==> src/rtl/axi_lite_xbar_1ton.sv <==
// AXI-Lite 1-to-N address router; AR/AW captured in a register, route held until the response handshake.
// Latency: AR accept -> slave arvalid +1, -> rvalid +2 (zero-wait slave); one transaction per direction, R/B backpressure passes straight through.
module axi_lite_xbar_1ton #(
    parameter int                           NUM_SLAVES = 3,
    parameter int                           ADDR_W     = 32,
    parameter int                           DATA_W     = 32,
    parameter logic [NUM_SLAVES*ADDR_W-1:0] SLV_BASE   = {32'h00000000, 32'h00010000, 32'h00018000},
    parameter logic [NUM_SLAVES*ADDR_W-1:0] SLV_LEN    = {32'h00010000, 32'h00008000, 32'h0000000c},
    parameter logic [DATA_W-1:0]            ERR_RDATA  = 32'hDEADBEEF,
    parameter int                           ERRCNT_W   = 16
) (
    input  logic                           clk,
    input  logic                           rst,
    input  logic [ADDR_W-1:0]              m_araddr,
    input  logic [2:0]                     m_arprot,
    input  logic                           m_arvalid,
    output logic                           m_arready,
    output logic [DATA_W-1:0]              m_rdata,
    output logic [1:0]                     m_rresp,
    output logic                           m_rvalid,
    input  logic                           m_rready,
    input  logic [ADDR_W-1:0]              m_awaddr,
    input  logic [2:0]                     m_awprot,
    input  logic                           m_awvalid,
    output logic                           m_awready,
    input  logic [DATA_W-1:0]              m_wdata,
    input  logic [DATA_W/8-1:0]            m_wstrb,
    input  logic                           m_wvalid,
    output logic                           m_wready,
    output logic [1:0]                     m_bresp,
    output logic                           m_bvalid,
    input  logic                           m_bready,
    output logic [NUM_SLAVES*ADDR_W-1:0]   s_araddr,
    output logic [NUM_SLAVES*3-1:0]        s_arprot,
    output logic [NUM_SLAVES-1:0]          s_arvalid,
    input  logic [NUM_SLAVES-1:0]          s_arready,
    input  logic [NUM_SLAVES*DATA_W-1:0]   s_rdata,
    input  logic [NUM_SLAVES*2-1:0]        s_rresp,
    input  logic [NUM_SLAVES-1:0]          s_rvalid,
    output logic [NUM_SLAVES-1:0]          s_rready,
    output logic [NUM_SLAVES*ADDR_W-1:0]   s_awaddr,
    output logic [NUM_SLAVES*3-1:0]        s_awprot,
    output logic [NUM_SLAVES-1:0]          s_awvalid,
    input  logic [NUM_SLAVES-1:0]          s_awready,
    output logic [NUM_SLAVES*DATA_W-1:0]   s_wdata,
    output logic [NUM_SLAVES*DATA_W/8-1:0] s_wstrb,
    output logic [NUM_SLAVES-1:0]          s_wvalid,
    input  logic [NUM_SLAVES-1:0]          s_wready,
    input  logic [NUM_SLAVES*2-1:0]        s_bresp,
    input  logic [NUM_SLAVES-1:0]          s_bvalid,
    output logic [NUM_SLAVES-1:0]          s_bready,
    output logic                           decode_err,
    output logic [ADDR_W-1:0]              err_addr,
    output logic [ERRCNT_W-1:0]            err_count
);
    localparam int         STRB_W      = DATA_W / 8;
    localparam int         SEL_W       = (NUM_SLAVES > 1) ? $clog2(NUM_SLAVES) : 1;
    localparam logic [1:0] RESP_DECERR = 2'b11;

    typedef enum logic [1:0] {RD_IDLE, RD_ADDR, RD_DATA, RD_ERR} rd_state_t;
    typedef enum logic [2:0] {WR_IDLE, WR_FWD, WR_RESP, WR_ERR_W, WR_ERR_B} wr_state_t;

    rd_state_t         rd_state, rd_state_nxt;
    wr_state_t         wr_state, wr_state_nxt;
    logic [ADDR_W-1:0] rd_addr, wr_addr;
    logic [2:0]        rd_prot, wr_prot;
    logic [SEL_W-1:0]  rd_sel, wr_sel;
    logic              aw_done, w_done, wr_aw_hs, wr_w_hs;
    logic [SEL_W:0]    ar_dec, aw_dec;
    logic              ar_fire, aw_fire, ar_err, aw_err;
    logic [ERRCNT_W:0] cnt_sum;

    // Slave 0 is the leftmost entry of the base/length tables; the lowest matching index wins.
    function automatic logic [SEL_W:0] decode(input logic [ADDR_W-1:0] addr);
        logic [SEL_W:0]    res;
        logic [ADDR_W-1:0] base, len;
        res = '0;
        for (int i = NUM_SLAVES - 1; i >= 0; i--) begin
            base = SLV_BASE[(NUM_SLAVES-1-i)*ADDR_W +: ADDR_W];
            len  = SLV_LEN[(NUM_SLAVES-1-i)*ADDR_W +: ADDR_W];
            if (addr >= base && (addr - base) < len)
                res = {1'b1, SEL_W'(i)};
        end
        return res;
    endfunction

    assign ar_dec  = decode(m_araddr);
    assign aw_dec  = decode(m_awaddr);
    assign ar_fire = m_arvalid && m_arready;
    assign aw_fire = m_awvalid && m_awready;
    assign ar_err  = ar_fire && !ar_dec[SEL_W];
    assign aw_err  = aw_fire && !aw_dec[SEL_W];
    assign cnt_sum = {1'b0, err_count} + {{ERRCNT_W{1'b0}}, ar_err} + {{ERRCNT_W{1'b0}}, aw_err};

    always_ff @(posedge clk) begin
        if (rst) begin
            rd_state   <= RD_IDLE;
            wr_state   <= WR_IDLE;
            rd_addr    <= '0;
            rd_prot    <= '0;
            rd_sel     <= '0;
            wr_addr    <= '0;
            wr_prot    <= '0;
            wr_sel     <= '0;
            aw_done    <= 1'b0;
            w_done     <= 1'b0;
            decode_err <= 1'b0;
            err_addr   <= '0;
            err_count  <= '0;
        end else begin
            rd_state <= rd_state_nxt;
            wr_state <= wr_state_nxt;
            if (ar_fire) begin
                rd_addr <= m_araddr;
                rd_prot <= m_arprot;
                rd_sel  <= ar_dec[SEL_W-1:0];
            end
            if (aw_fire) begin
                wr_addr <= m_awaddr;
                wr_prot <= m_awprot;
                wr_sel  <= aw_dec[SEL_W-1:0];
                aw_done <= 1'b0;
                w_done  <= 1'b0;
            end else begin
                if (wr_aw_hs) aw_done <= 1'b1;
                if (wr_w_hs)  w_done  <= 1'b1;
            end
            decode_err <= ar_err || aw_err;
            // A simultaneous AR/AW miss reports the read address.
            if (ar_err)      err_addr <= m_araddr;
            else if (aw_err) err_addr <= m_awaddr;
            if (ar_err || aw_err)
                err_count <= cnt_sum[ERRCNT_W] ? '1 : cnt_sum[ERRCNT_W-1:0];
        end
    end

    always_comb begin
        rd_state_nxt = rd_state;
        m_arready    = 1'b0;
        m_rvalid     = 1'b0;
        m_rdata      = '0;
        m_rresp      = '0;
        s_arvalid    = '0;
        s_araddr     = '0;
        s_arprot     = '0;
        s_rready     = '0;
        case (rd_state)
            RD_IDLE: begin
                m_arready = !rst;
                if (m_arvalid && !rst)
                    rd_state_nxt = ar_dec[SEL_W] ? RD_ADDR : RD_ERR;
            end
            RD_ADDR: begin
                s_arvalid[rd_sel]                 = 1'b1;
                s_araddr[rd_sel*ADDR_W +: ADDR_W] = rd_addr;
                s_arprot[rd_sel*3 +: 3]           = rd_prot;
                if (s_arready[rd_sel]) rd_state_nxt = RD_DATA;
            end
            RD_DATA: begin
                m_rvalid         = s_rvalid[rd_sel];
                m_rdata          = s_rdata[rd_sel*DATA_W +: DATA_W];
                m_rresp          = s_rresp[rd_sel*2 +: 2];
                s_rready[rd_sel] = m_rready;
                if (s_rvalid[rd_sel] && m_rready) rd_state_nxt = RD_IDLE;
            end
            RD_ERR: begin
                m_rvalid = 1'b1;
                m_rdata  = ERR_RDATA;
                m_rresp  = RESP_DECERR;
                if (m_rready) rd_state_nxt = RD_IDLE;
            end
            default: rd_state_nxt = RD_IDLE;
        endcase
    end

    always_comb begin
        wr_state_nxt = wr_state;
        m_awready    = 1'b0;
        m_wready     = 1'b0;
        m_bvalid     = 1'b0;
        m_bresp      = '0;
        s_awvalid    = '0;
        s_awaddr     = '0;
        s_awprot     = '0;
        s_wvalid     = '0;
        s_wdata      = '0;
        s_wstrb      = '0;
        s_bready     = '0;
        wr_aw_hs     = 1'b0;
        wr_w_hs      = 1'b0;
        case (wr_state)
            WR_IDLE: begin
                m_awready = !rst;
                if (m_awvalid && !rst)
                    wr_state_nxt = aw_dec[SEL_W] ? WR_FWD : WR_ERR_W;
            end
            WR_FWD: begin
                s_awvalid[wr_sel]                 = !aw_done;
                s_awaddr[wr_sel*ADDR_W +: ADDR_W] = wr_addr;
                s_awprot[wr_sel*3 +: 3]           = wr_prot;
                if (!w_done) begin
                    s_wvalid[wr_sel]                  = m_wvalid;
                    s_wdata[wr_sel*DATA_W +: DATA_W]  = m_wdata;
                    s_wstrb[wr_sel*STRB_W +: STRB_W]  = m_wstrb;
                    m_wready                          = s_wready[wr_sel];
                end
                wr_aw_hs = !aw_done && s_awready[wr_sel];
                wr_w_hs  = !w_done && m_wvalid && s_wready[wr_sel];
                if ((aw_done || wr_aw_hs) && (w_done || wr_w_hs))
                    wr_state_nxt = WR_RESP;
            end
            WR_RESP: begin
                m_bvalid         = s_bvalid[wr_sel];
                m_bresp          = s_bresp[wr_sel*2 +: 2];
                s_bready[wr_sel] = m_bready;
                if (s_bvalid[wr_sel] && m_bready) wr_state_nxt = WR_IDLE;
            end
            WR_ERR_W: begin
                m_wready = 1'b1;
                if (m_wvalid) wr_state_nxt = WR_ERR_B;
            end
            WR_ERR_B: begin
                m_bvalid = 1'b1;
                m_bresp  = RESP_DECERR;
                if (m_bready) wr_state_nxt = WR_IDLE;
            end
            default: wr_state_nxt = WR_IDLE;
        endcase
    end
endmodule

==> config.mk <==
export PLATFORM = sky130hd
export DESIGN_NAME = axi_lite_xbar_1ton
export DESIGN_NICKNAME = d
export VERILOG_FILES = /design/src/rtl/axi_lite_xbar_1ton.sv
export SDC_FILE = /design/constraint.sdc
export NUM_CORES = 1
export LEC_CHECK = 0
export ABC_AREA = 1
export CORE_AREA = 5 5 254 256
export DETAILED_ROUTE_END_ITERATION = 6
export DIE_AREA = 0 0 259 261
export HOLD_SLACK_MARGIN = 0.06
export PLACE_DENSITY = 0.48
export SKIP_LAST_GASP = 1
export SYNTH_ARGS = -nofsm -noshare
export SYNTH_HDL_FRONTEND = slang
export SYNTH_SLANG_ARGS = --single-unit
export TNS_END_PERCENT = 1
==> constraint.sdc <==
create_clock -name clk -period 8.6 [get_ports clk]
set_input_delay 2.58 -clock clk [delete_from_list [all_inputs] [get_ports clk]]
set_output_delay 2.58 -clock clk [all_outputs]
set_load 0.02 [all_outputs]
==> results of run 1 <==
## through the flow
step	worst slack, ns	utilization (%)
6_report	1.03	29.4
2_1_floorplan	2.73	-
4_1_cts	1.06	29.3
5_1_grt	0.613	29.4
3_3_place_gp	1.44	28.4
3_5_place_dp	1.41	28.4
## critical path, stage by stage, from the launching register on
cell and delay, ns:
dfxtp_1 0.40, inv_2 0.21, ha_2 1.00, clkinv_1 0.92
nand2_2 0.74, buf_4 0.50, nor3_1 0.10, clkdlybuf4s50_1 0.59
## cell type report
type | count | area (um^2) | share of cell area [%]
timing repair buffer | 680 | 6750 | 36.9
multi-input combinational | 1324 | 6460 | 35.3
sequential | 130 | 2600 | 14.2
tap | 846 | 1060 | 5.79
inverter | 210 | 788 | 4.31
clock buffer | 17 | 425 | 2.32
clock inverter | 15 | 194 | 1.06
antenna | 8 | 20.0 | 0.109
## report_power, final
part / internal [mW] / total [mW] / switching (mW) / leakage, nW
registers: 0.698 / 0.750 / 0.0517 / 1.07
logic: 0.384 / 1.00 / 0.618 / 5.10
clock network: 0.464 / 0.807 / 0.343 / 0.305
total: 1.55 / 2.56 / 1.01 / 6.47
## flip-flops by register name (all words and copies together) (netlist names)
name / count
wr_addr: 32
wr_sel: 2
rd_state: 2
err_addr: 32
w_done: 1
decode_err: 1
err_count: 16
rd_sel: 2
wr_prot: 3
wr_state: 3
rd_addr: 32
rd_prot: 3
aw_done: 1
## routing by layer
layer / part of all wire (%) / vias up / track usage, %
li1: - / 7051 / -
met1: 44 / 6883 / 25.3
met2: 46 / 568 / 31.7
met3: 6.6 / 91 / 4.74
met4: 3.1 / 0 / 7.08
met5: 0 / - / 0
## layout by cell type, fill, tap and decap left out, types with 5 or more instances in the layout
cell             netlist  layout
a21oi_1              123     123
buf_4                  2      22
clkbuf_16              0      17
clkdlybuf4s50_1        0     657
dfxtp_1              130     130
diode_2                0       8
ha_1                  15      14
inv_1                201     200
inv_2                  6       7
inv_6                  0       5
nand2_1              255     253
nand3_1              152     152
nand4_1               13      13
nor2_1               265     264
nor2_2                12      13
nor2_4                 5       5
nor3_1               242     242
nor3b_1               20      20
o21ai_0              116     116
o21ai_1               15      15
o22ai_1               32      32
xor2_1                31      31
## worst min path at each step
stage	startpoint	cells after the start	slack (ns)	endpoint
global placement	rd_prot[1]	2	0.46	rd_prot[1]
finish	err_addr[3]	2	0.48	err_addr[3]
global route	rd_addr[2]	2	0.50	rd_addr[2]
CTS	err_addr[3]	2	0.48	err_addr[3]
floorplan	rd_addr[1]	2	0.45	rd_addr[1]
detailed placement	rd_addr[5]	2	0.47	rd_addr[5]
## cells by family after synthesis
logic type,synth area share [%]
AOI/OAI and AO/OA,15.0
xor gates and xnor gates,2.62
and+or+nand+nor,42.6
buffers and inverters,12.7
adders and majority gates,2.00
DFF,25.1
==> metrics.sh, run 1 <==
RUN_STATUS='finished, final reports clean'
IO_BUFFERS=658
PLACED_CELLS_INCL_TAPS=3190
CTS_MADE_BUFFERS=17
VIAS_IN_THE_FIRST_GLOBAL_ROUTE=14202
SYNTH-EDFF-COUNT=0
DR.PASS1.ITERS=5
SYNTH.CELL_AREA_MM2=0.0104
POST-SYNTH-TOP-AREA-CELL='dfxtp_1'
POWER-PER-CELL-AREA_mW_PER_MM2=140
REGTOREGSETUPSLACK_NS=4.68
DIE_HEIGHT_UM=261
HOLD_BUFFERS=0
DP_HPWL_UM=57500
TRACK_USAGE_PCT=19.5
CRITPATHREQUIREDTIME_NS=6.02
TIGHTEST_SLEW_NS=1.17
SYNTHTOPCELLSBYAREA='dfxtp_1 25%, nor3_1 12%, nor2_1 9.6%, nand2_1 9.2%, nand3_1 7.3%'
MAX_CAP_VIOL_COUNT=0
GRT_MAX_DEGREE=79
DESTINATION_OF_THE_CRITICAL_TIMING_PATH='s_wdata[66]'
LEAKAGE_nW=6.47
CORE_REGION_AREA_MM2=0.0623
UNREPAIRED_SETUP_ENDPOINTS_AFTER_GLOBAL_ROUTING='no'
DRTANTENNAVIOLNETS=0
FIRST_PASS_GRT_WIRE_LENGTH_UM=99200
DETAIL_ROUTE.ITER0.VIOLATIONS=1198
COUNT_OF_STATE_ELEMENTS_AFTER_SYNTHESIS=130
SYNTH.MOST_COMMON_CELL='nor2_1'
YOSYS.CELL_TYPES.COUNT=40
PERIOD_SHARE_PCT=88.0
PERIOD_NEEDED_NS=7.57
FLOORPLAN.ROWS=92
TOP_LEVEL_PORTS=659
CTS-ROOT-BUF='clkbuf_16'
FINALSETUPVIOLATIONS=0
NFILLCELLS=6833
PLACED_CELL_AREA_MM2=0.0177
POSTROUTEWIRELENGTH_UM=70400
SYNTHTOPCELLSBYCOUNT='265 x nor2_1, 255 x nand2_1, 242 x nor3_1'
GRT_ANTENNA_BEFORE_REPAIR=10
YOSYS.AREA.TOP_TYPE_SHARE_PCT=25.1
LAYOUT.CELLS.NON_FILLER=3230
AVGSYNTHCELLAREA_UM2=5.80
CTS_MAX_LEVEL=4
DIE_X_UM=259
WORST-SETUP-PATH-TYPE='reg -> out'
VIAS_PER_CELL=4.52
DRC=0
LAYOUT-AREA-OVERHEAD-VS-SYNTH_PCT=76.4
HP-CLASS='reg -> reg'
FIN_SKEW_NS=0.00854
TIMING.REG2REG.WORST_PATH_DEPTH=17
CLOCK-SINKS=130
TIMING_MAX_TRANSITION_VIOLATIONS_FINAL=0
KIND_OF_END_POINT_OF_THE_CRITICAL_PATH='primary output'
CLK_LATENCY_NS=0.48
RR_STARTPOINT='wr_state[1]'
SYNTHCELLS=1789
HOLDWS_NS=0.479
CTS_POST_SETUP_BUFFERS_INSERTED=0
FINISH.NET_COUNT=2615
YOSYS_WARNINGS=0
START_UTIL_PCT=16.7
TNS_NS=0
TIMING.CRITICAL_PATH.FROM='wr_sel[0]'
CTS-ROOT-TO-SINK-BUFFERS=2
WORST_SETUP_HOLD_PATH_CLK_SLEW_NS=0.07
AREA_OF_THE_DIE_MM2=0.0676
ROUTE.DETAILED.WL_PER_INST_UM=21.8
CTS-RESIZED-GATES=0
POWER_mW=2.56
VDD_IR_DROP_MAX_mV=0.150
RELSLEWSLACK_PCT=21.8
PLACE.GP.CONGESTION=0.927
R2R_END='err_count[11]'
CTS_TREE='done'
FINAL-HOLD-VIOLATION-COUNT=0
CP.ARRIVAL_NS=4.99
VIAS=14593
SYNTH_TOP_FLOP_CELL='dfxtp_1'
YOSYSSEQAREASHARE_PCT=25.1
POSTSYNTHNETCOUNT=2041
POST_ROUTE_CELLS_DRIVE_ABOVE_1_SHARE_PCT=3.91
STDCELL_AREA_MM2=0.0183
MAX_FREQ_MHz=132
ASYNC_RESET_FF_SHARE_PCT=0
CRIT_FANOUT=61
WORST_SETUP_PATH_START_KIND='flip-flop'
REMAINING_GLOBAL_ROUTE_OVERFLOW=0
No activity file was read; power rests on OpenSTA's default activity.
==> run 2, diff against run 1 <==
CORE_AREA = 2 2 259 261   (was 5 5 254 256)
DIE_AREA = 0 0 261 263   (was 0 0 259 261)
PLACE_DENSITY = 0.46   (was 0.48)
==> run 2 against run 1 <==
Die area increased by 1.5%. Non-clock buffer count increased by 2. Sequential share of layout area about the same. Total power decreased by 0.53%. Critical path depth decreased by 3. Wire length increased by 2.2%. Sequential power increased by 0.5%. Largest power group unchanged. Clock skew increased by 0.0033 ns. Setup slack improved by 0.49 ns.
==> metrics.sh, run 2 (same netlist as run 1, synthesis figures left out) <==
CRIT_FANOUT=3  # -95%
FINAL-HOLD-VIOLATION-COUNT=0  # unchanged
DIE_HEIGHT_UM=263  # +0.77%
START_UTIL_PCT=15.8  # -0.85 points
LEAKAGE_nW=6.47  # about the same
LIBRARY_CELL_APPEARING_MOST_OFTEN_ON_THE_CRITICAL_PATH='clkdlybuf4s50_1'
CP.ARRIVAL_NS=4.50  # -0.49 ns
HOLD_START='rd_prot[2]'
CRITPATHREQUIREDTIME_NS=6.02  # about the same
WORST_SETUP_HOLD_PATH_CLK_SLEW_NS=0.07  # about the same
KIND_OF_END_POINT_OF_THE_CRITICAL_PATH='primary output'
VIAS=14449  # -0.99%
UNREPAIRED_SETUP_ENDPOINTS_AFTER_GLOBAL_ROUTING='no'
DRTANTENNAVIOLNETS=0  # unchanged
TIGHTEST_SLEW_NS=1.09  # -0.0876 ns
WORST-SETUP-PATH-TYPE='in -> out'
TOP_LEVEL_PORTS=659  # unchanged
LAYOUT-AREA-OVERHEAD-VS-SYNTH_PCT=76.7
CORE_REGION_AREA_MM2=0.0656  # +5.4%
FINAL_COMMON_CELL='clkdlybuf4s50_1'
VIAS_PER_CELL=4.45  # -1.5%
ROUTE.DETAILED.WL_PER_INST_UM=22.2  # +1.7%
RELSLEWSLACK_PCT=27.6  # +5.8 points
CTS_MADE_BUFFERS=17  # unchanged
DRC=0  # unchanged
STDCELL_AREA_MM2=0.0183  # +0.16%
COMMONEST_NON_FILL_NON_TAP_CELLS_IN_THE_LAYOUT='657 x clkdlybuf4s50_1, 264 x nor2_1, 253 x nand2_1'
TIMING.CRITICAL_PATH.FROM='m_wdata[7]'
FIRST_PASS_GRT_WIRE_LENGTH_UM=102000  # +3.0%
POWER_mW=2.55  # -0.53%
AREA_OF_THE_DIE_MM2=0.0686  # +1.5%
POWER-PER-CELL-AREA_mW_PER_MM2=139  # -0.69%
PERIOD_SHARE_PCT=82.3  # -5.7 points
RR_STARTPOINT='wr_state[1]'
CTS_MAX_LEVEL=4  # unchanged
REG_TOP3='err_addr (32), rd_addr (32), wr_addr (32)'
CTS_TREE='done'
HOLD_BUFFERS=0  # unchanged
TNS_NS=0  # unchanged
CLOCK-SINKS=130  # unchanged
CTS-ROOT-BUF='clkbuf_16'
RUN_STATUS='finished, final reports clean'
FINISH.NET_COUNT=2617  # +0.076%
CRITICAL_PATH.SLOWEST_CELL='clkdlybuf4s50_1'
POST_ROUTE_CELLS_DRIVE_ABOVE_1_SHARE_PCT=3.99  # +0.081 points
VIAS_IN_THE_FIRST_GLOBAL_ROUTE=14117  # -0.60%
GRT_MAX_DEGREE=80  # +1.3%
PLACED_CELL_AREA_MM2=0.0177  # +0.21%
IO_BUFFERS=658  # unchanged
CTS_POST_SETUP_BUFFERS_INSERTED=0  # unchanged
PERIOD_NEEDED_NS=7.08  # -0.491 ns
MAX_CAP_VIOL_COUNT=0  # unchanged
CTS-RESIZED-GATES=0  # unchanged
FLOORPLAN.ROWS=94  # +2.2%
DETAIL_ROUTE.ITER0.VIOLATIONS=914  # -24%
VDD_IR_DROP_MAX_mV=0.112  # -25%
HP-CLASS='reg -> reg'
POSTROUTEWIRELENGTH_UM=72000  # +2.2%
MAX_FREQ_MHz=141  # +6.9%
TIMING_MAX_TRANSITION_VIOLATIONS_FINAL=0  # unchanged
FIN_SKEW_NS=0.0118  # +0.00325 ns
GRT_ANTENNA_BEFORE_REPAIR=7  # -3
CTS-ROOT-TO-SINK-BUFFERS=2  # unchanged
REMAINING_GLOBAL_ROUTE_OVERFLOW=0  # unchanged
DIE_X_UM=261  # +0.77%
WORST_SETUP_PATH_START_KIND='input pin'
FINALSETUPVIOLATIONS=0  # unchanged
DP_HPWL_UM=58600  # +2.0%
CRIT_CHAIN='clkdlybuf4s50_1 -> inv_1 -> nor3_1 -> clkdlybuf4s50_1'
DR.PASS1.ITERS=5  # unchanged
PLACE.GP.CONGESTION=0.919  # -0.93%
TRACK_USAGE_PCT=20.2  # +0.74 points
CRITICAL-PATH-MAX-STAGE-DELAY_NS=0.74  # -0.26 ns
CLK_LATENCY_NS=0.49  # about the same
run 2: changes by cell type in the layout (fill, tap and decap cells not counted):
cell / before / now
clkinv_2: 2 / 1
bufinv_16: 3 / 2
diode_2: 8 / 6
clkinv_8: 0 / 2
buf_4: 22 / 24
run 2: through the flow:
step / instances / hold slack [ns] / setup WS (ns) / util [%]
after floorplan: 1789 / 0.445 / 2.73 / -
after global placement: 3210 / 0.459 / 1.61 / 27.0
after detailed placement: 3210 / 0.468 / 1.61 / 27.0
after CTS: 3242 / 0.480 / 1.60 / 27.9
after global routing: 3246 / 0.491 / 1.52 / 27.9
final: 3248 / 0.475 / 1.52 / 27.9
run 2: final cells by class:
cell class / instances / area, um^2
Timing Repair Buffer: 682 / 6760
Clock buffer: 17 / 425
Tap cell: 864 / 1080
Fill cell: 7245 / 47300
Clock inverter: 15 / 191
Antenna cell: 6 / 15.0
Sequential cell: 130 / 2600
Multi-Input combinational cell: 1324 / 6460
Inverter: 210 / 788
run 2: final timing paths:
check	cells past startpoint	slack, ns	to
min reg2reg	2	0.48	rd_prot[2]
max reg2reg	18	4.43	err_count[10]
min	2	0.48	rd_prot[2]
max	4	1.52	s_wdata[7]
run 2: layer usage:
metal  global-route usage, %  vias up  part of all wire [%]
met5                       0        -                 0.043
met4                    4.15        4                   1.0
met3                    4.45       38                   6.2
met2                    34.9      479                    49
met1                    25.7     6869                    44
li1                        -     7059                     -
run 2: worst max-delay path, delay by kind of cell:
| kind | cells | cell delay, ns |
|---|---|---|
| buffers and inverters | 3 | 1.32 |
| and+or+nand+nor | 1 | 0.60 |
run 2: power breakdown:
| part | total (mW) | internal [mW] | switching [mW] |
|---|---|---|---|
| Sequential | 0.754 | 0.698 | 0.0558 |
| Clock | 0.786 | 0.440 | 0.346 |
| Combinational | 1.01 | 0.383 | 0.622 |
| Total | 2.55 | 1.52 | 1.02 |
